==> src/rtl/shift_pkg.sv <==
// Shared types and constants for the 16-bit serial deserializer.
package shift_pkg;

  localparam int SHIFT_W = 16;

  typedef enum logic {ST_IDLE, ST_SHIFT} deser_state_e;

  typedef logic [SHIFT_W-1:0] shift_word_t;

  localparam logic ORD_MSB_FIRST = 1'b0;
  localparam logic ORD_LSB_FIRST = 1'b1;

endpackage

==> src/rtl/shift_deser_outreg.sv <==
// Valid/ready holding register for completed words, with sticky overrun detection.
// Optional SHIFT_DESER_PARITY_EN adds a parity error flag that travels with the word.
module shift_deser_outreg
  import shift_pkg::*;
#(
  parameter int WIDTH = SHIFT_W
) (
  input  logic             clk,
  input  logic             reset_n,
  input  logic             i_complete,
  input  logic [WIDTH-1:0] i_word,
`ifdef SHIFT_DESER_PARITY_EN
  input  logic             i_perr,
  output logic             o_perr,
`endif
  input  logic             i_ready,
  input  logic             i_overrun_clr,
  output logic [WIDTH-1:0] o_word,
  output logic             o_valid,
  output logic             o_overrun
);

  logic [WIDTH-1:0] r_word;
  logic             r_valid;
  logic             r_overrun;
  logic             w_accept;
  logic             w_drop;
  logic             w_consume;

  // A held word may be replaced only in the same cycle it is being consumed.
  assign w_accept  = i_complete && (!r_valid || i_ready);
  assign w_drop    = i_complete && r_valid && !i_ready;
  assign w_consume = !i_complete && r_valid && i_ready;

  always_ff @(posedge clk or negedge reset_n) begin
    if (!reset_n) begin
      r_word  <= '0;
      r_valid <= 1'b0;
    end else if (w_accept) begin
      r_word  <= i_word;
      r_valid <= 1'b1;
    end else if (w_consume) begin
      r_valid <= 1'b0;
    end
  end

  // Set has priority over clear so a drop is never lost.
  always_ff @(posedge clk or negedge reset_n) begin
    if (!reset_n) begin
      r_overrun <= 1'b0;
    end else if (w_drop) begin
      r_overrun <= 1'b1;
    end else if (i_overrun_clr) begin
      r_overrun <= 1'b0;
    end
  end

`ifdef SHIFT_DESER_PARITY_EN
  logic r_perr;

  always_ff @(posedge clk or negedge reset_n) begin
    if (!reset_n) begin
      r_perr <= 1'b0;
    end else if (w_accept) begin
      r_perr <= i_perr;
    end else if (w_consume) begin
      r_perr <= 1'b0;
    end
  end

  assign o_perr = r_perr;
`endif

  assign o_word    = r_word;
  assign o_valid   = r_valid;
  assign o_overrun = r_overrun;

endmodule

==> src/rtl/shift_deser16.sv <==
// Serial-to-parallel receiver: rebuilds WIDTH-bit words MSB- or LSB-first.
// Define SHIFT_DESER_PARITY_EN for a trailing even-parity bit and the parity_err output.
module shift_deser16
  import shift_pkg::*;
#(
  parameter int WIDTH = SHIFT_W,
`ifdef SHIFT_DESER_PARITY_EN
  parameter int CNT_W = $clog2(WIDTH + 1)
`else
  parameter int CNT_W = $clog2(WIDTH)
`endif
) (
  input  logic             clk,
  input  logic             reset_n,
  input  logic             ser_in,
  input  logic             ser_valid,
  input  logic             lsb_first,
  output logic [WIDTH-1:0] word_out,
  output logic             word_valid,
  input  logic             word_ready,
  output logic             overrun,
  input  logic             overrun_clr,
`ifdef SHIFT_DESER_PARITY_EN
  output logic             parity_err,
`endif
  output logic             busy
);

`ifdef SHIFT_DESER_PARITY_EN
  localparam int LAST_CNT = WIDTH;
`else
  localparam int LAST_CNT = WIDTH - 1;
`endif

  deser_state_e     r_state;
  deser_state_e     w_state_next;
  logic [CNT_W-1:0] r_count;
  logic [WIDTH-1:0] r_sr;
  logic [WIDTH-1:0] w_sr_shifted;
  logic [WIDTH-1:0] w_word;
  logic             r_ord;
  logic             w_ord;
  logic             w_last;
  logic             w_complete;
  logic             w_shift_en;

  // The order input is only honoured on the first bit of a word.
  assign w_ord        = (r_state == ST_IDLE) ? lsb_first : r_ord;
  assign w_sr_shifted = (w_ord == ORD_LSB_FIRST) ? {ser_in, r_sr[WIDTH-1:1]}
                                                 : {r_sr[WIDTH-2:0], ser_in};
  assign w_last       = (r_state == ST_SHIFT) && (r_count == CNT_W'(LAST_CNT));
  assign w_complete   = ser_valid && w_last;

`ifdef SHIFT_DESER_PARITY_EN
  logic w_perr;

  // The parity bit is checked against the assembled data but never shifted in.
  assign w_shift_en = ser_valid && !w_last;
  assign w_word     = r_sr;
  assign w_perr     = ser_in ^ (^r_sr);
`else
  assign w_shift_en = ser_valid;
  assign w_word     = w_sr_shifted;
`endif

  always_ff @(posedge clk or negedge reset_n) begin
    if (!reset_n) begin
      r_state <= ST_IDLE;
    end else begin
      r_state <= w_state_next;
    end
  end

  always_comb begin
    w_state_next = r_state;
    case (r_state)
      ST_IDLE:  if (ser_valid) w_state_next = ST_SHIFT;
      ST_SHIFT: if (w_complete) w_state_next = ST_IDLE;
      default:  w_state_next = ST_IDLE;
    endcase
  end

  always_ff @(posedge clk or negedge reset_n) begin
    if (!reset_n) begin
      r_count <= '0;
      r_sr    <= '0;
      r_ord   <= ORD_MSB_FIRST;
    end else if (ser_valid) begin
      if (r_state == ST_IDLE) begin
        r_ord <= lsb_first;
      end
      if (w_shift_en) begin
        r_sr <= w_sr_shifted;
      end
      r_count <= w_complete ? '0 : r_count + CNT_W'(1);
    end
  end

  assign busy = (r_state == ST_SHIFT);

  shift_deser_outreg #(
    .WIDTH(WIDTH)
  ) u_outreg (
    .clk          (clk),
    .reset_n      (reset_n),
    .i_complete   (w_complete),
    .i_word       (w_word),
`ifdef SHIFT_DESER_PARITY_EN
    .i_perr       (w_perr),
    .o_perr       (parity_err),
`endif
    .i_ready      (word_ready),
    .i_overrun_clr(overrun_clr),
    .o_word       (word_out),
    .o_valid      (word_valid),
    .o_overrun    (overrun)
  );

endmodule

==> config.mk <==
export PLATFORM = sky130hd
export DESIGN_NAME = shift_deser16
export DESIGN_NICKNAME = d
export VERILOG_FILES = /design/src/rtl/shift_pkg.sv /design/src/rtl/shift_deser_outreg.sv /design/src/rtl/shift_deser16.sv
export SDC_FILE = /design/constraint.sdc
export NUM_CORES = 1
export LEC_CHECK = 0
export CORE_AREA = 2 2 61 63
export DETAILED_ROUTE_END_ITERATION = 12
export DIE_AREA = 0 0 63 65
export HOLD_SLACK_MARGIN = 0.15
export PLACE_DENSITY = 0.85
export SETUP_SLACK_MARGIN = 0.05
export SYNTH_ARGS = -nofsm -noshare
export SYNTH_HDL_FRONTEND = slang
export SYNTH_HIERARCHICAL = 1
export SYNTH_SLANG_ARGS = --single-unit
==> constraint.sdc <==
create_clock -name clk -period 2.3 [get_ports clk]
set_input_delay 0.575 -clock clk [delete_from_list [all_inputs] [get_ports clk]]
set_output_delay 0.575 -clock clk [all_outputs]
set_load 0.02 [all_outputs]
==> results by group, run 1 <==
STA
  • Least-Margin Pin Slew: about 420 ps
  • RSZ-0062 raised after global routing: false
  • Final setup vio count: 0
  • Fmax: 0.504 GHz
  • Relative slew slack: a little under three quarters
  • Setup Skew: 9.91 ps
  • Fin crit share: 86.2%
  • Final Hold Viols: 0
  • Setup TNS: 0 ps
  • Slew Limit Fails: 0
  • Crit path time final: 1980 ps

Layout
  • Fin util: 61.7%
  • Most common cell after layout, fill and taps aside: dfrtp_1
  • Share of cells above drive strength 1: around 43%
  • Area delta synth->final: 21.4%
  • Most frequent cells in the layout: dfrtp_1 (40), mux2_2 (38), clkdlybuf4s50_1 (24)
  • Final nets: 158
  • Antenna Cells: 0

Flow run
  • MaxCap Viol Count: 0

Synthesis
  • Synthesized area per cell: 15.4 um^2
  • Mapped Cells: 115
  • Synthesis Warnings: 6
  • Mapped Nets: 123
  • #FFs+latches synth: 40
  • Largest cells by area after synthesis: dfrtp_1 (56%), mux2_2 (24%), mux2_4 (9.3%), buf_12 (1.1%), nor2_1 (1.1%)
  • Synth unique cells: 22
  • Synth area leader: dfrtp_1
  • Synthesized area: between 1500 and 2000 um^2
  • Synth top area share: 56.4%
  • Register area share after synthesis: between 50% and 60%

Setup path
  • Worst path arrival time: around 1400 ps
  • Reg2reg setup slack: 670 ps
  • Cell Chain, Critical Path: clkdlybuf4s50_1
  • Worst Path Max Fanout: 4
  • Crit path kind: reg2out
  • WP buf/inv: 1
  • CP max stage delay: 630 ps
  • Crit path required time: 1730 ps
  • CP Launch Type: flop
  • Worst Setup End Kind: primary output
  • Slowest CP cell: clkdlybuf4s50_1
  • Critical path's top delay family: buffers and inverters

Worst hold path
  • Worst Hold Class: reg2reg

Detailed routing
  • WL met3: 128 um
  • Top Layer Used: met4
  • WL met1: 1.31 mm
  • Initial DRT Pass Iterations: 4
  • 1st-iter DRT viols: 30
  • Total wire length: 3.08 mm
  • Final ANT Viol Nets: 0
  • Wire length on met2: 1.60 mm
  • Drt drc: 0
  • DR WL/cell: 15.5 um
  • Via count: 1006
  • Via density: 5.06

Placement
  • Post-DP HPWL: 2.18 mm
  • RePlAce Congestion: 0.773
  • Port buffer count: 25

Pwr
  • Leak pwr: 0.993 nW
  • Worst VDD drop: 0.000524 V
  • Power per cell area: 1260 nW/um^2

GRT
  • Largest net degree at the start of global routing: 24
  • Number of global-route vias before repair: ~1100
  • Total track usage: 17.2%
  • First-pass GRT wire length: roughly 5.2 mm
  • Initial antenna violation count: 0
  • Gr ovfl total: 0

Clock tree
  • Root Buffer: clkbuf_4
  • H-tree depth: 2
  • Clock sink count: 40
  • Post-CTS Resized: 0
  • Clk Latency, worst-skew pair: 340 ps
  • Clock-pin slew on the worst setup and hold paths: 110 ps
  • CTS tree: done
  • Post-CTS setup repair buffer count: 0
  • Max Root-Sink Buffers: 2
  • Inserted Clock Buffers: 5

Floorplan
  • Full die area: 4100 um^2
  • Row count: 22
  • Total core area: roughly 3500 um^2
  • IO Pins: 26
  • Width of the die: 63 um
  • Starting density of the core: 50.8%
  • Die Ht: 65 um

Run status
  • Status: finished clean
-- synth_stat cells --
master,instances
nand2_1,2
a21oi_1,1
buf_6,1
mux2i_2,1
buf_1,1
o22ai_1,1
nand4_1,1
nand3_1,1
nand2b_1,2
nand2_4,1
xnor2_1,1
o21ai_0,1
xor2_1,1
ha_1,1
mux2_4,11
inv_1,2
nand2b_4,1
mux2_2,38
clkbuf_1,1
dfrtp_1,40
nor2_1,5
buf_12,1
-- state kept, by name, summed over array words and instances, names as in the netlist --
| name | count |
|---|---|
| u_outreg/o_overrun | 1 |
| r_count | 4 |
| r_ord | 1 |
| busy | 1 |
| u_outreg/o_valid | 1 |
| u_outreg/o_word | 16 |
| r_sr | 16 |
-- cell families after synthesis --
group                    after synthesis  synth area share (%)
AO/OA/AOI/OAI                          3                 0.916
XOR/XNOR                               2                 0.987
adder cells (fa/ha/maj)                1                 0.705
buffers and inverters                  6                  2.61
flip-flops                            40                  56.4
multiplexers                          50                  34.2
AND/OR/NAND/NOR                       13                  4.23
-- worst paths after layout --
| kind | endpoint | cells after the start | from |
|---|---|---|---|
| worst max-delay path | busy | 1 | busy |
| worst min-delay path | u_outreg/o_word[5] | 1 | u_outreg/o_word[5] |
| worst max register to register | r_sr[0] | 4 | busy |
| worst min register to register | u_outreg/o_word[5] | 1 | u_outreg/o_word[5] |
| max in group asynchronous | u_outreg/o_word[6] | 3 | reset_n |
| min in group asynchronous | u_outreg/o_word[12] | 2 | reset_n |
-- metrics by stage --
stage	total power, W	setup slack [ps]	cell area (um^2)	hold WS [ps]	std cells
after floorplan	0.00196	426	1780	279	115
after global placement	0.00231	199	2090	482	190
after detailed placement	0.00238	172	2090	492	190
after CTS	0.00275	295	2160	517	199
after global routing	0.00290	221	2160	533	199
final	0.00272	318	2160	514	199
-- final cells by class --
class	instances	area, um^2
fill	294	1340
sequential	40	1000
multi-input combinational	69	728
timing repair buffer	32	300
tap	48	60.1
clock buffer	8	58.8
inverter	2	7.51
-- what timing repair did --
item / in CTS / in global routing
hold endpoints to repair: 1 / 0
endpoints found under the setup margin: 0 / 0
hold buffers: 1 / 0
-- power by group --
part           internal, W  switching [W]
sequential        0.000986       0.000195
combinational     0.000705       0.000471
clock             0.000151       0.000213
total              0.00184       0.000879
-- per-layer routing --
layer	global-route usage (%)	up-vias
li1	-	475
met1	20.1	499
met2	28.2	28
met3	6.08	4
met4	8.61	0
met5	0	-
Note: power is estimated with default switching activity, not from simulation.
==> run 2: changes to the inputs <==
CTS_BUF_LIST = sky130_fd_sc_hd__clkbuf_4 sky130_fd_sc_hd__clkbuf_8 sky130_fd_sc_hd__clkbuf_16   (was unset)
==> results by group, run 2 (synthesis gave the netlist of run 1 again) <==
Run status
  • Status: finished clean

Floorplan
  • Total core area: ~3500 um^2
  • Full die area: 4100 um^2
  • Width of the die: 63 um
  • Die Ht: 65 um
  • Row count: 22
  • IO Pins: 26
  • Starting density of the core: roughly 51%

Pwr
  • Pint: approximately 0.0019 W
  • Power per cell area: 1270 nW/um^2
  • Worst VDD drop: about 0.00052 V
  • Switch share: 32.1%
  • Final Power: roughly 0.0027 W
  • Clock share of power: ~14%
  • Flop pwr share: between 40% and 50%
  • P_sw: 0.000883 W
  • Leak pwr: ~1.0 nW
  • Proportion of power drawn by combinational gates: between 40% and 50%

Layout
  • Filler cell count: 292
  • Most common cell after layout, fill and taps aside: dfrtp_1
  • Fin util: 61.9%
  • Final nets: 158
  • Non-Filler Instances: 199
  • Most frequent cells in the layout: dfrtp_1 (40), mux2_2 (38), clkdlybuf4s50_1 (24)
  • Area delta synth->final: 21.8%
  • Antenna Cells: 0
  • Share of cells above drive strength 1: 44.4%

Flow run
  • MaxCap Viol Count: 0

GRT
  • GRT Max-Usage Layer: met2
  • Total track usage: 17.3%
  • First-pass GRT wire length: 5.24 mm
  • Largest net degree at the start of global routing: 24
  • GRT met2 Usage: 28.3%
  • Gr ovfl total: 0
  • Initial antenna violation count: 0
  • Number of global-route vias before repair: 1072
  • Met1 usage: 20.1%
  • GR met3 Demand/Resource: under 10%

Clock tree
  • Clk Latency, worst-skew pair: 340 ps
  • Inserted Clock Buffers: 5
  • Clock-pin slew on the worst setup and hold paths: 110 ps
  • Clock sink count: 40
  • Root Buffer: clkbuf_4
  • Post-CTS Resized: 0
  • H-tree depth: 2
  • Max Root-Sink Buffers: 2
  • CTS tree: done

STA
  • Final setup vio count: 0
  • Setup Skew: 10.8 ps
  • RSZ-0062 raised after global routing: false
  • Relative slew slack: 72.0%
  • Setup TNS: 0 ps
  • Fin crit share: a little under nine tenths
  • Least-Margin Pin Slew: 420 ps
  • Slew Limit Fails: 0
  • Hold Worst Slack: 514 ps
  • Final Hold Viols: 0
  • Fmax: 0.504 GHz
  • Crit path time final: 1990 ps

Worst hold path
  • Worst Hold Class: reg2reg

Setup path
  • Critical path's top delay family: buffers and inverters
  • WP buf/inv: 1
  • Worst path arrival time: approximately 1400 ps
  • CP Depth: 1
  • RR Endpoint: r_sr[0]
  • CP Launch Type: flop
  • Reg-to-reg critical path startpoint: busy
  • Crit path kind: reg2out
  • Reg2reg setup slack: 670 ps
  • Worst Setup End Kind: primary output
  • Worst reg2reg path depth: 4
  • CP Launch Point: busy
  • Slowest CP cell: clkdlybuf4s50_1
  • Cell Chain, Critical Path: clkdlybuf4s50_1
  • Crit path required time: 1730 ps
  • Crit path to: busy
  • Worst Path Max Fanout: 4
  • CP max stage delay: 630 ps

Placement
  • Placed Cells: 190
  • RePlAce Congestion: about 0.77
  • Port buffer count: 25
  • Post-DP HPWL: between 2 and 2.5 mm

Detailed routing
  • Total wire length: 3.09 mm
  • Initial DRT Pass Iterations: 4
  • Drt drc: 0
  • Final ANT Viol Nets: 0
  • 1st-iter DRT viols: 27
  • Via density: 5.13
  • Via count: ~1000
  • DR WL/cell: 15.5 um
-- run 2: cell counts in the layout (fill, tap and decap cells not counted) --
No cell type changed its count.
-- run 2: worst min path at each step --
stage	from	endpoint	slack, ps	cells after the start
global route	u_outreg/o_word[6]	u_outreg/o_word[6]	530	1
detailed placement	r_sr[0]	r_sr[0]	490	1
floorplan	reset_n	busy	280	0
finish	u_outreg/o_word[5]	u_outreg/o_word[5]	510	1
CTS	u_outreg/o_word[5]	u_outreg/o_word[5]	520	1
global placement	r_count[2]	r_count[2]	480	1
-- run 2: cell type report --
class | count | area (um^2) | share of cell area, %
multi-input combinational | 69 | 728 | 33.7
tap | 48 | 60.1 | 2.78
inverter | 2 | 7.51 | 0.347
timing repair buffer | 32 | 300 | 13.9
clock buffer | 8 | 66.3 | 3.07
sequential | 40 | 1000 | 46.3
-- run 2: metrics by stage --
step           cell area (um^2)  setup WS [ps]
2_1_floorplan              1780            426
3_3_place_gp               2090            199
3_5_place_dp               2090            172
4_1_cts                    2160            295
5_1_grt                    2160            221
6_report                   2160            314
-- run 2: routing by layer --
| layer | up-vias | share of wire [%] |
|---|---|---|
| met5 | - | 0 |
| met4 | 0 | 2.1 |
| met3 | 6 | 4.0 |
| met2 | 28 | 51 |
| met1 | 511 | 43 |
| li1 | 475 | - |
-- run 2: timing repair --
action / CTS / global route
setup buffers: 0 / 0
hold endpoints to repair: 1 / 0
hold buffers: 1 / 0
setup endpoints to repair: 0 / 0
-- run 2: power by group through the flow --
| stage | sequential [W] | clock [W] | combinational (W) |
|---|---|---|---|
| 2_1_floorplan | 0.00128 | 0 | 0.000685 |
| 3_3_place_gp | 0.00117 | 0 | 0.00114 |
| 3_5_place_dp | 0.00120 | 0 | 0.00118 |
| 4_1_cts | 0.00118 | 0.000404 | 0.00119 |
| 5_1_grt | 0.00122 | 0.000441 | 0.00126 |
| 6_report | 0.00118 | 0.000390 | 0.00118 |
